## src/rtl/dma_desc_tag_tracker.sv

```systemverilog
// Per-client DMA descriptor front end: assigns ring-slot hardware tags,
// collects out-of-order status returns and retires completions in issue order.
module dma_desc_tag_tracker #(
    parameter int DMA_ADDR_WIDTH = 64,
    parameter int RAM_SEL_WIDTH  = 2,
    parameter int RAM_ADDR_WIDTH = 16,
    parameter int LEN_WIDTH      = 16,
    parameter int TAG_WIDTH      = 5,
    parameter int USER_TAG_WIDTH = 8
) (
    input  logic                      clk,
    input  logic                      rst,

    input  logic [DMA_ADDR_WIDTH-1:0] s_axis_req_dma_addr,
    input  logic [RAM_SEL_WIDTH-1:0]  s_axis_req_ram_sel,
    input  logic [RAM_ADDR_WIDTH-1:0] s_axis_req_ram_addr,
    input  logic [LEN_WIDTH-1:0]      s_axis_req_len,
    input  logic [USER_TAG_WIDTH-1:0] s_axis_req_tag,
    input  logic                      s_axis_req_valid,
    output logic                      s_axis_req_ready,

    output logic [DMA_ADDR_WIDTH-1:0] m_axis_desc_dma_addr,
    output logic [RAM_SEL_WIDTH-1:0]  m_axis_desc_ram_sel,
    output logic [RAM_ADDR_WIDTH-1:0] m_axis_desc_ram_addr,
    output logic [LEN_WIDTH-1:0]      m_axis_desc_len,
    output logic [TAG_WIDTH-1:0]      m_axis_desc_tag,
    output logic                      m_axis_desc_valid,
    input  logic                      m_axis_desc_ready,

    input  logic [TAG_WIDTH-1:0]      s_axis_desc_status_tag,
    input  logic [3:0]                s_axis_desc_status_error,
    input  logic                      s_axis_desc_status_valid,

    output logic [USER_TAG_WIDTH-1:0] m_axis_cpl_tag,
    output logic [3:0]                m_axis_cpl_error,
    output logic                      m_axis_cpl_valid,
    input  logic                      m_axis_cpl_ready,

    output logic [TAG_WIDTH:0]        occupancy,
    output logic                      stat_stray_status
);

    localparam int DEPTH = 2 ** TAG_WIDTH;
    localparam logic [TAG_WIDTH:0] FULL_OCC = {1'b1, {TAG_WIDTH{1'b0}}};

    logic [TAG_WIDTH:0]        wr_ptr_q, wr_ptr_d;
    logic [TAG_WIDTH:0]        rd_ptr_q, rd_ptr_d;
    logic [TAG_WIDTH:0]        occ_q, occ_d;
    logic [DEPTH-1:0]          done_q, done_d;
    logic                      desc_valid_q, desc_valid_d;
    logic                      cpl_valid_q, cpl_valid_d;
    logic                      stray_q, stray_d;

    logic [USER_TAG_WIDTH-1:0] tag_ram [DEPTH];
    logic [3:0]                err_ram [DEPTH];

    logic [DMA_ADDR_WIDTH-1:0] desc_addr_q;
    logic [RAM_SEL_WIDTH-1:0]  desc_sel_q;
    logic [RAM_ADDR_WIDTH-1:0] desc_raddr_q;
    logic [LEN_WIDTH-1:0]      desc_len_q;
    logic [TAG_WIDTH-1:0]      desc_tag_q;
    logic [USER_TAG_WIDTH-1:0] cpl_tag_q;
    logic [3:0]                cpl_err_q;

    logic [TAG_WIDTH-1:0]      wr_slot, rd_slot, st_off;
    logic                      full, accept, in_win, st_ok, retire;

    // Window test is relative to the head, so the slot being issued this
    // cycle is outside it and a status for it is reported as stray.
    always_comb begin
        wr_slot          = wr_ptr_q[TAG_WIDTH-1:0];
        rd_slot          = rd_ptr_q[TAG_WIDTH-1:0];
        full             = (occ_q == FULL_OCC);
        s_axis_req_ready = !full && (!desc_valid_q || m_axis_desc_ready);
        accept           = s_axis_req_valid && s_axis_req_ready;
        st_off           = s_axis_desc_status_tag - rd_slot;
        in_win           = ({1'b0, st_off} < occ_q);
        st_ok            = s_axis_desc_status_valid && in_win
                           && !done_q[s_axis_desc_status_tag];
        retire           = (occ_q != '0) && done_q[rd_slot]
                           && (!cpl_valid_q || m_axis_cpl_ready);
    end

    always_comb begin
        wr_ptr_d     = wr_ptr_q + {{TAG_WIDTH{1'b0}}, accept};
        rd_ptr_d     = rd_ptr_q + {{TAG_WIDTH{1'b0}}, retire};
        occ_d        = wr_ptr_d - rd_ptr_d;
        done_d       = done_q;
        desc_valid_d = desc_valid_q;
        cpl_valid_d  = cpl_valid_q;
        stray_d      = s_axis_desc_status_valid && !st_ok;
        if (retire) done_d[rd_slot] = 1'b0;
        if (accept) done_d[wr_slot] = 1'b0;
        if (st_ok) done_d[s_axis_desc_status_tag] = 1'b1;
        if (accept) begin
            desc_valid_d = 1'b1;
        end else if (m_axis_desc_ready) begin
            desc_valid_d = 1'b0;
        end
        if (retire) begin
            cpl_valid_d = 1'b1;
        end else if (m_axis_cpl_ready) begin
            cpl_valid_d = 1'b0;
        end
    end

    always_ff @(posedge clk or posedge rst) begin
        if (rst) begin
            wr_ptr_q     <= '0;
            rd_ptr_q     <= '0;
            occ_q        <= '0;
            done_q       <= '0;
            desc_valid_q <= 1'b0;
            cpl_valid_q  <= 1'b0;
            stray_q      <= 1'b0;
        end else begin
            wr_ptr_q     <= wr_ptr_d;
            rd_ptr_q     <= rd_ptr_d;
            occ_q        <= occ_d;
            done_q       <= done_d;
            desc_valid_q <= desc_valid_d;
            cpl_valid_q  <= cpl_valid_d;
            stray_q      <= stray_d;
        end
    end

    // Payload storage carries no reset; valids qualify it.
    always_ff @(posedge clk) begin
        if (accept) begin
            desc_addr_q      <= s_axis_req_dma_addr;
            desc_sel_q       <= s_axis_req_ram_sel;
            desc_raddr_q     <= s_axis_req_ram_addr;
            desc_len_q       <= s_axis_req_len;
            desc_tag_q       <= wr_slot;
            tag_ram[wr_slot] <= s_axis_req_tag;
        end
        if (st_ok) begin
            err_ram[s_axis_desc_status_tag] <= s_axis_desc_status_error;
        end
        if (retire) begin
            cpl_tag_q <= tag_ram[rd_slot];
            cpl_err_q <= err_ram[rd_slot];
        end
    end

    assign m_axis_desc_dma_addr = desc_addr_q;
    assign m_axis_desc_ram_sel  = desc_sel_q;
    assign m_axis_desc_ram_addr = desc_raddr_q;
    assign m_axis_desc_len      = desc_len_q;
    assign m_axis_desc_tag      = desc_tag_q;
    assign m_axis_desc_valid    = desc_valid_q;
    assign m_axis_cpl_tag       = cpl_tag_q;
    assign m_axis_cpl_error     = cpl_err_q;
    assign m_axis_cpl_valid     = cpl_valid_q;
    assign occupancy            = occ_q;
    assign stat_stray_status    = stray_q;

endmodule

```

## config.mk

```make
export PLATFORM = sky130hd
export DESIGN_NAME = dma_desc_tag_tracker
export DESIGN_NICKNAME = d
export VERILOG_FILES = /design/src/rtl/dma_desc_tag_tracker.sv
export SDC_FILE = /design/constraint.sdc
export NUM_CORES = 1
export LEC_CHECK = 0
export BUFFER_PORTS_ARGS = -buffer_cell sky130_fd_sc_hd__buf_4
export CORE_MARGIN = 5
export CORE_UTILIZATION = 34
export DETAILED_ROUTE_END_ITERATION = 8
export GPL_TIMING_DRIVEN = 0
export PLACE_DENSITY = 0.57
export SYNTH_ARGS = -nofsm -noshare
export SYNTH_HDL_FRONTEND = slang
export SYNTH_SLANG_ARGS = --single-unit
```

## constraint.sdc

```tcl
create_clock -name clk -period 5.9 [get_ports clk]
set_input_delay 0.59 -clock clk [delete_from_list [all_inputs] [get_ports clk]]
set_output_delay 0.59 -clock clk [all_outputs]
set_load 0.05 [all_outputs]
```

==> results of run 1 <==
## logic make-up (layout without fill, tap and decap cells)
logic type | Yosys count | in the layout | synth area share [%]
AO/OA/AOI/OAI | 115 | 115 | 4.20
buffers and inverters | 97 | 447 | 1.80
flip-flops | 552 | 552 | 74.3
XOR/XNOR | 17 | 17 | 0.747
AND/OR/NAND/NOR | 257 | 257 | 6.00
adder cells (fa/ha/maj) | 19 | 19 | 1.13
multiplexers | 131 | 131 | 11.8
## registers in the layout, summed over array words and instances, names as in the netlist, 2 cells and up
name                  count
occupancy                 6
m_axis_desc_ram_sel       2
err_ram                 128
m_axis_desc_ram_addr     16
done_q                   32
m_axis_cpl_error          4
wr_ptr_q                  6
m_axis_desc_tag           5
rd_ptr_q                  6
m_axis_cpl_tag            8
tag_ram                 256
m_axis_desc_dma_addr     64
m_axis_desc_len          16
## final cells by class
cell class | instances | area [sq um] | share of cell area [%]
buffer | 59 | 254 | 0.951
clock buffer | 76 | 1510 | 5.64
clock inverter | 25 | 253 | 0.946
inverter | 37 | 139 | 0.520
multi-input combinational | 539 | 5260 | 19.7
sequential | 552 | 16300 | 61.1
tap | 855 | 1070 | 4.00
timing repair buffer | 250 | 1920 | 7.19
## stage by stage
step,hold slack (ns),power [W],cell area (sq um)
2_1_floorplan,0.423,0.00787,22000
3_3_place_gp,0.460,0.00952,24900
3_5_place_dp,0.466,0.00959,24900
4_1_cts,0.119,0.0131,26700
5_1_grt,0.125,0.0135,26700
6_report,0.151,0.0130,26700
## repair_timing
item | in CTS | in global routing
hold buffers | 1 | 0
setup endpoints to repair | 0 | 96
hold endpoints to repair | 11 | 0
resized for setup | 0 | 2
## worst max-delay path, cell delays in order (launching register included)
cell and delay [ns]:
dfrtp_1 0.45, clkbuf_1 0.44, clkbuf_1 0.60, clkbuf_2 0.56, xnor2_1 0.19, xnor2_1 0.21, ha_1 0.28, a21o_1 0.18
a221o_1 0.38, a2111oi_4 0.32, nand2_2 0.21, nor3_2 0.48, buf_2 0.47, and2_1 0.33
## final timing paths
| path | start | endpoint | slack (ns) | cells past startpoint |
|---|---|---|---|---|
| min in group asynchronous | rst | occupancy[5] | 0.52 | 3 |
| max in group asynchronous | rst | done_q[13] | 4.82 | 4 |
| worst max register to register | rd_ptr_q[4] | err_ram[9][0] | 0.48 | 13 |
| worst min-delay path | s_axis_req_ram_addr[6] | m_axis_desc_ram_addr[6] | 0.15 | 1 |
| worst min register to register | rd_ptr_q[5] | rd_ptr_q[5] | 0.47 | 1 |
| worst max-delay path | rd_ptr_q[4] | err_ram[9][0] | 0.48 | 13 |
## metal layers
layer / part of all wire, % / global-route usage (%) / wire length, microns / vias to the layer above
li1: - / - / - / 5387
met1: 41 / 23.3 / 25600 / 6582
met2: 50 / 29.4 / 31300 / 523
met3: 6.7 / 3.28 / 4210 / 115
met4: 2.8 / 5.06 / 1760 / 0
met5: 0 / 0 / 0 / -
## power by group
group | internal (W) | total (W) | switching, W
logic | 0.00162 | 0.00454 | 0.00292
registers | 0.00474 | 0.00496 | 0.000227
clock network | 0.00196 | 0.00346 | 0.00149
## synth_stat cells (6+ instances only)
| cell type | n |
|---|---|
| buf_1 | 13 |
| nor4b_1 | 10 |
| inv_1 | 35 |
| dfrtp_1 | 53 |
| mux4_2 | 102 |
| nand3_1 | 17 |
| o2bb2ai_1 | 12 |
| a21o_1 | 6 |
| ha_1 | 15 |
| xnor2_1 | 11 |
| mux2i_1 | 24 |
| edfxtp_1 | 499 |
| and2_1 | 31 |
| a32o_1 | 17 |
| nand4_1 | 8 |
| nor2b_1 | 6 |
| clkbuf_1 | 26 |
| a22oi_1 | 16 |
| buf_2 | 19 |
| o21ai_0 | 18 |
| nor3_1 | 27 |
| nand2b_1 | 9 |
| nor2_1 | 32 |
| a32oi_1 | 12 |
| nand2_1 | 87 |
==> results, run 1 <==
- The share of flip-flops with an asynchronous set or reset after synthesis is 9.60%.
- The library cell occupying the most area in the post-synthesis netlist is edfxtp_1.
- Cells fill around two fifths of the core in the end.
- From synthesis to final layout, the design area changed by 21.7%.
- The worst path meets setup with 0.480 ns of slack.
- Across the routed clock network, the largest skew measured is 0.0253 ns.
- Counting along the longest clock path gives a buffer depth of 3.
- In the synthesized netlist, the number of instances is about 1.2k.
- The most used flip-flop cell after synthesis is edfxtp_1.
- The average cell area after synthesis is between 15 and 20 sq um.
- The setup slack at placement is 0.165 ns.
- The sequential-to-total area share from yosys stat is between 70% and 80%.
- The synthesized net count is approximately 1.3k.
- In the final timing run, aggregate negative setup slack is 0 ns.
- Counting flops and latches in the post-synthesis netlist gives 552.
- The TritonCTS clock tree is built.
- In the final layout, the share of cells above drive strength 1 is 30.7%.
- The routed design has roughly 63000 microns of wire.
- The standard cell core area is about 64000 sq um.
- The number of enable-type register cells in the synthesized netlist is between 400 and 500.
- By area the synthesized netlist is led by edfxtp_1 (68%), mux4_2 (10%), dfrtp_1 (6.0%).
- The total global routing overflow is 0.
- The pin slew with the least headroom to its limit is 1.36 ns.
- Clock-pin slew was measured on the worst setup and hold paths at around 0.06 ns.
- The hold violation count in the final report came to 0.
- Setup repair after global routing left no endpoint under its margin.
- The reported leakage power is a little over 9 nW.
- The number of antenna diodes in the final layout is 0.
- In the routed design, unresolved DRC markers number 0.
- The total power divided by cell area is ~490 nW/um^2.
- The overall fraction of global-route tracks in use is ~17%.
- The clock sink total is 552.
- The chip width is roughly 260 microns.
- Headroom to the max-slew limit came out at 8.36%.
- The number of violations of the max-capacitance limit is 0.
- The worst vdd rail ir drop is between 0.2 and 0.3 mV.
- The number of standard cells in the layout, taps in and fillers out is between 2k and 2.5k.
- The number of core rows is 93.
- Once detail routing completed, the nets flagged for antenna violations numbered 0.
- The post-CTS setup buffer count is 0.
- The tree is rooted in a clkbuf_16.
- The library cell used most frequently in the layout, excluding fill and tap cells, is edfxtp_1.
- The number of antenna violations at the first check in global routing was 0.
- The Yosys warning count is 0.
- Port buffering added between 200 and 250 buffers.
- The global placer's final weighted congestion is just over 0.9.
- The number of slew-limit violations in the final report is 0.
- The kind of start point of the critical path is a register.
- The count of routing violations after the opening detailed-route iteration is about 1.3k.
- The detail-routed via count per cell is ~5.3.
- The highest clock rate is between 150 and 200 MHz.
- The setup path with the least slack is of type reg -> reg.
- The count of vias placed by the detailed router is roughly 13k.
- The required time at the endpoint of the critical path is about 6.2 ns.
- Of the post-synthesis cell area, the dominant cell type holds about two thirds.
- The library cells used most frequently in the layout, excluding fill and tap cells, are edfxtp_1 (499), buf_4 (248), mux4_2 (102).
- The HPWL after detailed placement is ~44000 microns.
- Entering global routing, the biggest net connects between 60 and 70 pins.
- The flow ran to the end, and the final reports show no timing, DRC or antenna violations.
- The count of pins on the block boundary is between 200 and 250.
- The number of CTS-inserted buffers is 56.
- The first global-routing pass estimated 91000 microns of wire.
- The clock period could shrink to approximately 5.4 ns.
- In this run the vertical extent of the chip is between 200 and 300 microns.
- Dividing the detail-routed wire length by the instance count gives ~26 microns.
- The layout has roughly 6k filler cells.
- The netlist uses 60 different library cells.
- The later pin in the worst-skew pair is clocked with a latency of slightly above 0.6 ns.
- The net count reported at finish is 1633.
- After synthesis the cells add up to approximately 22000 sq um.
- Setup violations remaining at the end of the flow were counted as 0.
- The worst setup path is captured at a register.
- The path class of the tightest hold or removal check is in -> reg.
- The H-tree was split into 2 levels.
- Once the floorplan was initialized, standard cells occupied between 30 and 40% of the core.
- The largest fanout of any net on the critical path is 10.
- The number of optimization iterations in the first detailed-route pass is 7.
- The floorplan step defined a die boundary enclosing between 60000 and 70000 sq um.
- At the worst endpoint, the arrival time is 5.71 ns.
- The number of global-route vias before repair was 13.2k.
- The final clock period utilization by the worst path is 91.9%.
- The number of placed instances, taps included, is about 2.3k.
Note: power is estimated with default switching activity, not from simulation.
==> run 2: changes to the inputs <==
- clock period: 5.9 -> 6.27 ns (I/O delays scaled with it)
==> run 2 against run 1 <==
Against the previous run:
- wire length up 0.18%
- non-clock buffer count up 1
- cell area about the same
- via count fell by 0.22%
- fmax fell by 7.7%
- critical endpoint unchanged
==> results, run 2 (synthesized netlist as in run 1, its figures left out) <==
- The count of endpoints failing setup in the final report is 0.
- For this run, the slowest stage of the critical path takes ~0.89 ns.
- After layout, the worst path uses a little over nine tenths of the clock period.
- The setup check on the worst reg-to-reg path leaves a slack of 0.40 ns.
- The worst-case IR drop observed on VDD is 0.261 mV.
- Global routing used ~17% of the available tracks.
- The completed layout was analyzed and its total power is around 0.012 W.
- For the worst setup path, the data required time is 6.56 ns.
- Max-cap violations in this run came to 0.
- In this run the worst path has a maximum fanout of 10.
- The number of slew-limit violations in the final report is 0.
- The number of antenna violations at the first check in global routing is 0.
- The headroom to the max-slew limit is under 10%.
- In the final layout, the multi-input gates occupy between 5000 and 6000 sq um.
- The largest register by flop count is tag_ram.
- Setup repair after global routing left no endpoint under its margin.
- The tree built by TritonCTS fans out to 552 sinks.
- The detailed-route wire length is ~63000 microns.
- Once routing completed, OpenROAD measured the worst setup slack at 0.399 ns.
- The count of nets left with antenna violations once routing finished came out at 0.
- Walking the worst path, the cells encountered are clkbuf_1 -> clkbuf_1 -> buf_1 -> xnor2_1 -> xnor2_1 -> ha_1 -> a21o_1 -> a221o_1 -> a2111oi_4 -> nand2_2 -> nor3_2 -> buf_2 -> and2_1.
- The register with the most flip-flops in the layout has between 200 and 300 of them.
- Global routing finished with a remaining overflow of 0.
- The post-route minimum period is 5.87 ns.
- TritonCTS built the clock tree.
- The pin slew with the least headroom to its limit is ~1.4 ns.
- The cell chosen for the clock root is clkbuf_16.
- The arrival time of data at the critical path endpoint is between 6 and 7 ns.
- The count of vias placed by the detailed router is about 13k.
- The number of CTS-inserted buffers is between 50 and 60.
- The setup TNS is 0 ns.
- The total power divided by cell area is about 460 nW/um^2.
- In this run the deepest clock path goes through 3 buffers.
- The detailed-route wire length per cell is between 20 and 30 microns.
- The library cell used most frequently in the layout, excluding fill and tap cells, is edfxtp_1.
- The number of core rows is 93.
- The chip width is around 260 microns.
- The area of the die is 69700 sq um.
- The run finished with clean final reports.
- Counting the fill cells in the layout gives about 5.8k.
- Prior to clock tree synthesis, the placed netlist has a worst setup slack of 0.535 ns.
- After clock tree synthesis, the clock-pin slew on the worst setup and hold paths is about 0.060 ns.
- Cells with a size suffix above 1 make up 30.6% of the layout.
- Relative to the synthesized area, the layout overhead comes to 21.7%.
- The hold violation count in the final report came to 0.
- The highest clock rate is approximately 170 MHz.
- The slowest stage of the critical path is the buf_1 cell.
- The post-cts repair resize count is 0.
- The number of optimization iterations in the first detailed-route pass is 5.
- The reported leakage power is a little over 9 nW.
- For this run, design rule violations remaining after detail routing come to 0.
- The kind of end point of the critical path is a register.
- The number of global-route vias before repair is 13.2k.
- The region available for standard cell placement spans around 64000 sq um.
- Leaving out fill and tap cells, the most frequent cells in the layout are edfxtp_1 (499), buf_4 (248), mux4_2 (102).
- The number of H-tree levels is 2.
- The critical path is of the reg -> reg type.
- The wire length of the first global-routing pass is 91000 microns.
- The count of buffers inserted at the top-level ports is 245.
- The type of the most critical hold path is in -> reg.
- The sequential cell area is approximately 16000 sq um.
- The congestion estimate from routability-driven global placement came to about 0.93.
- The worst clock skew is about 0.026 ns.
- The detail-routed via count per cell is about 5.3.
- The detailed router finished its first iteration with 1377 violations.
- Entering global routing, the biggest net connects 67 pins.
- The worst setup path is launched from a register.
- In the final design database the tool counted between 1.5k and 2k nets.
- From bottom edge to top edge, the die measures about 260 microns.
- The initial standard-cell utilization of the core is between 30% and 40%.
- The clock latency at the later pin of the worst-skew pair is between 0.6 and 0.7 ns.
- The HPWL after detailed placement is between 40000 and 50000 microns.
- The number of diodes is 0.
- For this design the top-level I/O count stands at between 200 and 250.
==> run 2: cell types whose count changed in the layout (fill, tap and decap cells not counted) <==
| cell | previous run | this run |
|---|---|---|
| clkbuf_1 | 42 | 43 |
| buf_1 | 12 | 13 |
| clkbuf_2 | 1 | 0 |
==> run 2: worst max-delay path, delay by kind of cell, from the launching register on <==
family,cells,cell delay (ns)
fa+ha+maj,1,0.28
flops,1,0.46
compound gates,3,0.88
xor+xnor,2,0.47
simple gates,3,1.05
buf+inv,4,2.40
==> run 2: what timing repair did <==
item,4_1_cts,5_1_grt
hold endpoints to repair,11,0
buffers inserted,0,0
hold buffers,1,0
==> run 2: per-layer routing <==
| layer | up-vias | share of wire (%) | track usage, % |
|---|---|---|---|
| met5 | - | 0 | 0 |
| met4 | 0 | 3.0 | 5.06 |
| met3 | 115 | 6.3 | 3.28 |
| met2 | 480 | 50 | 29.4 |
| met1 | 6598 | 41 | 23.3 |
| li1 | 5386 | - | - |
==> run 2: final timing paths <==
kind	startpoint	endpoint	depth (start not counted)
setup / recovery	rd_ptr_q[4]	err_ram[9][0]	13
hold / removal	s_axis_req_ram_addr[6]	m_axis_desc_ram_addr[6]	1
setup reg to reg	rd_ptr_q[4]	err_ram[9][0]	13
hold reg to reg	rd_ptr_q[5]	rd_ptr_q[5]	1
max in group asynchronous	rst	done_q[13]	4
min in group asynchronous	rst	occupancy[5]	3
==> run 2: per-stage QoR <==
stage	util [%]	hold WS (ns)	instance area [sq um]	instances
CTS	41.6	0.156	26700	2394
floorplan	-	0.423	22000	1188
global route	41.6	0.162	26700	2394
finish	41.6	0.186	26700	2394
global placement	38.7	0.460	24900	2288
detailed placement	38.8	0.466	24900	2292
==> run 2: cell type report <==
cell class                      instances  share of cell area (%)
Sequential cell                       552                    61.1
Multi-Input combinational cell        539                    19.7
Timing Repair Buffer                  250                    7.18
Clock buffer                           76                    5.64
Tap cell                              855                    4.00
Buffer                                 60                   0.960
Clock inverter                         25                   0.946
Inverter                               37                   0.520
==> run 2: where the power goes <==
| group | internal, W | leakage (nW) | switching [W] |
|---|---|---|---|
| combinational | 0.00152 | 3.30 | 0.00276 |
| sequential | 0.00446 | 5.21 | 0.000214 |
| clock | 0.00185 | 0.842 | 0.00141 |
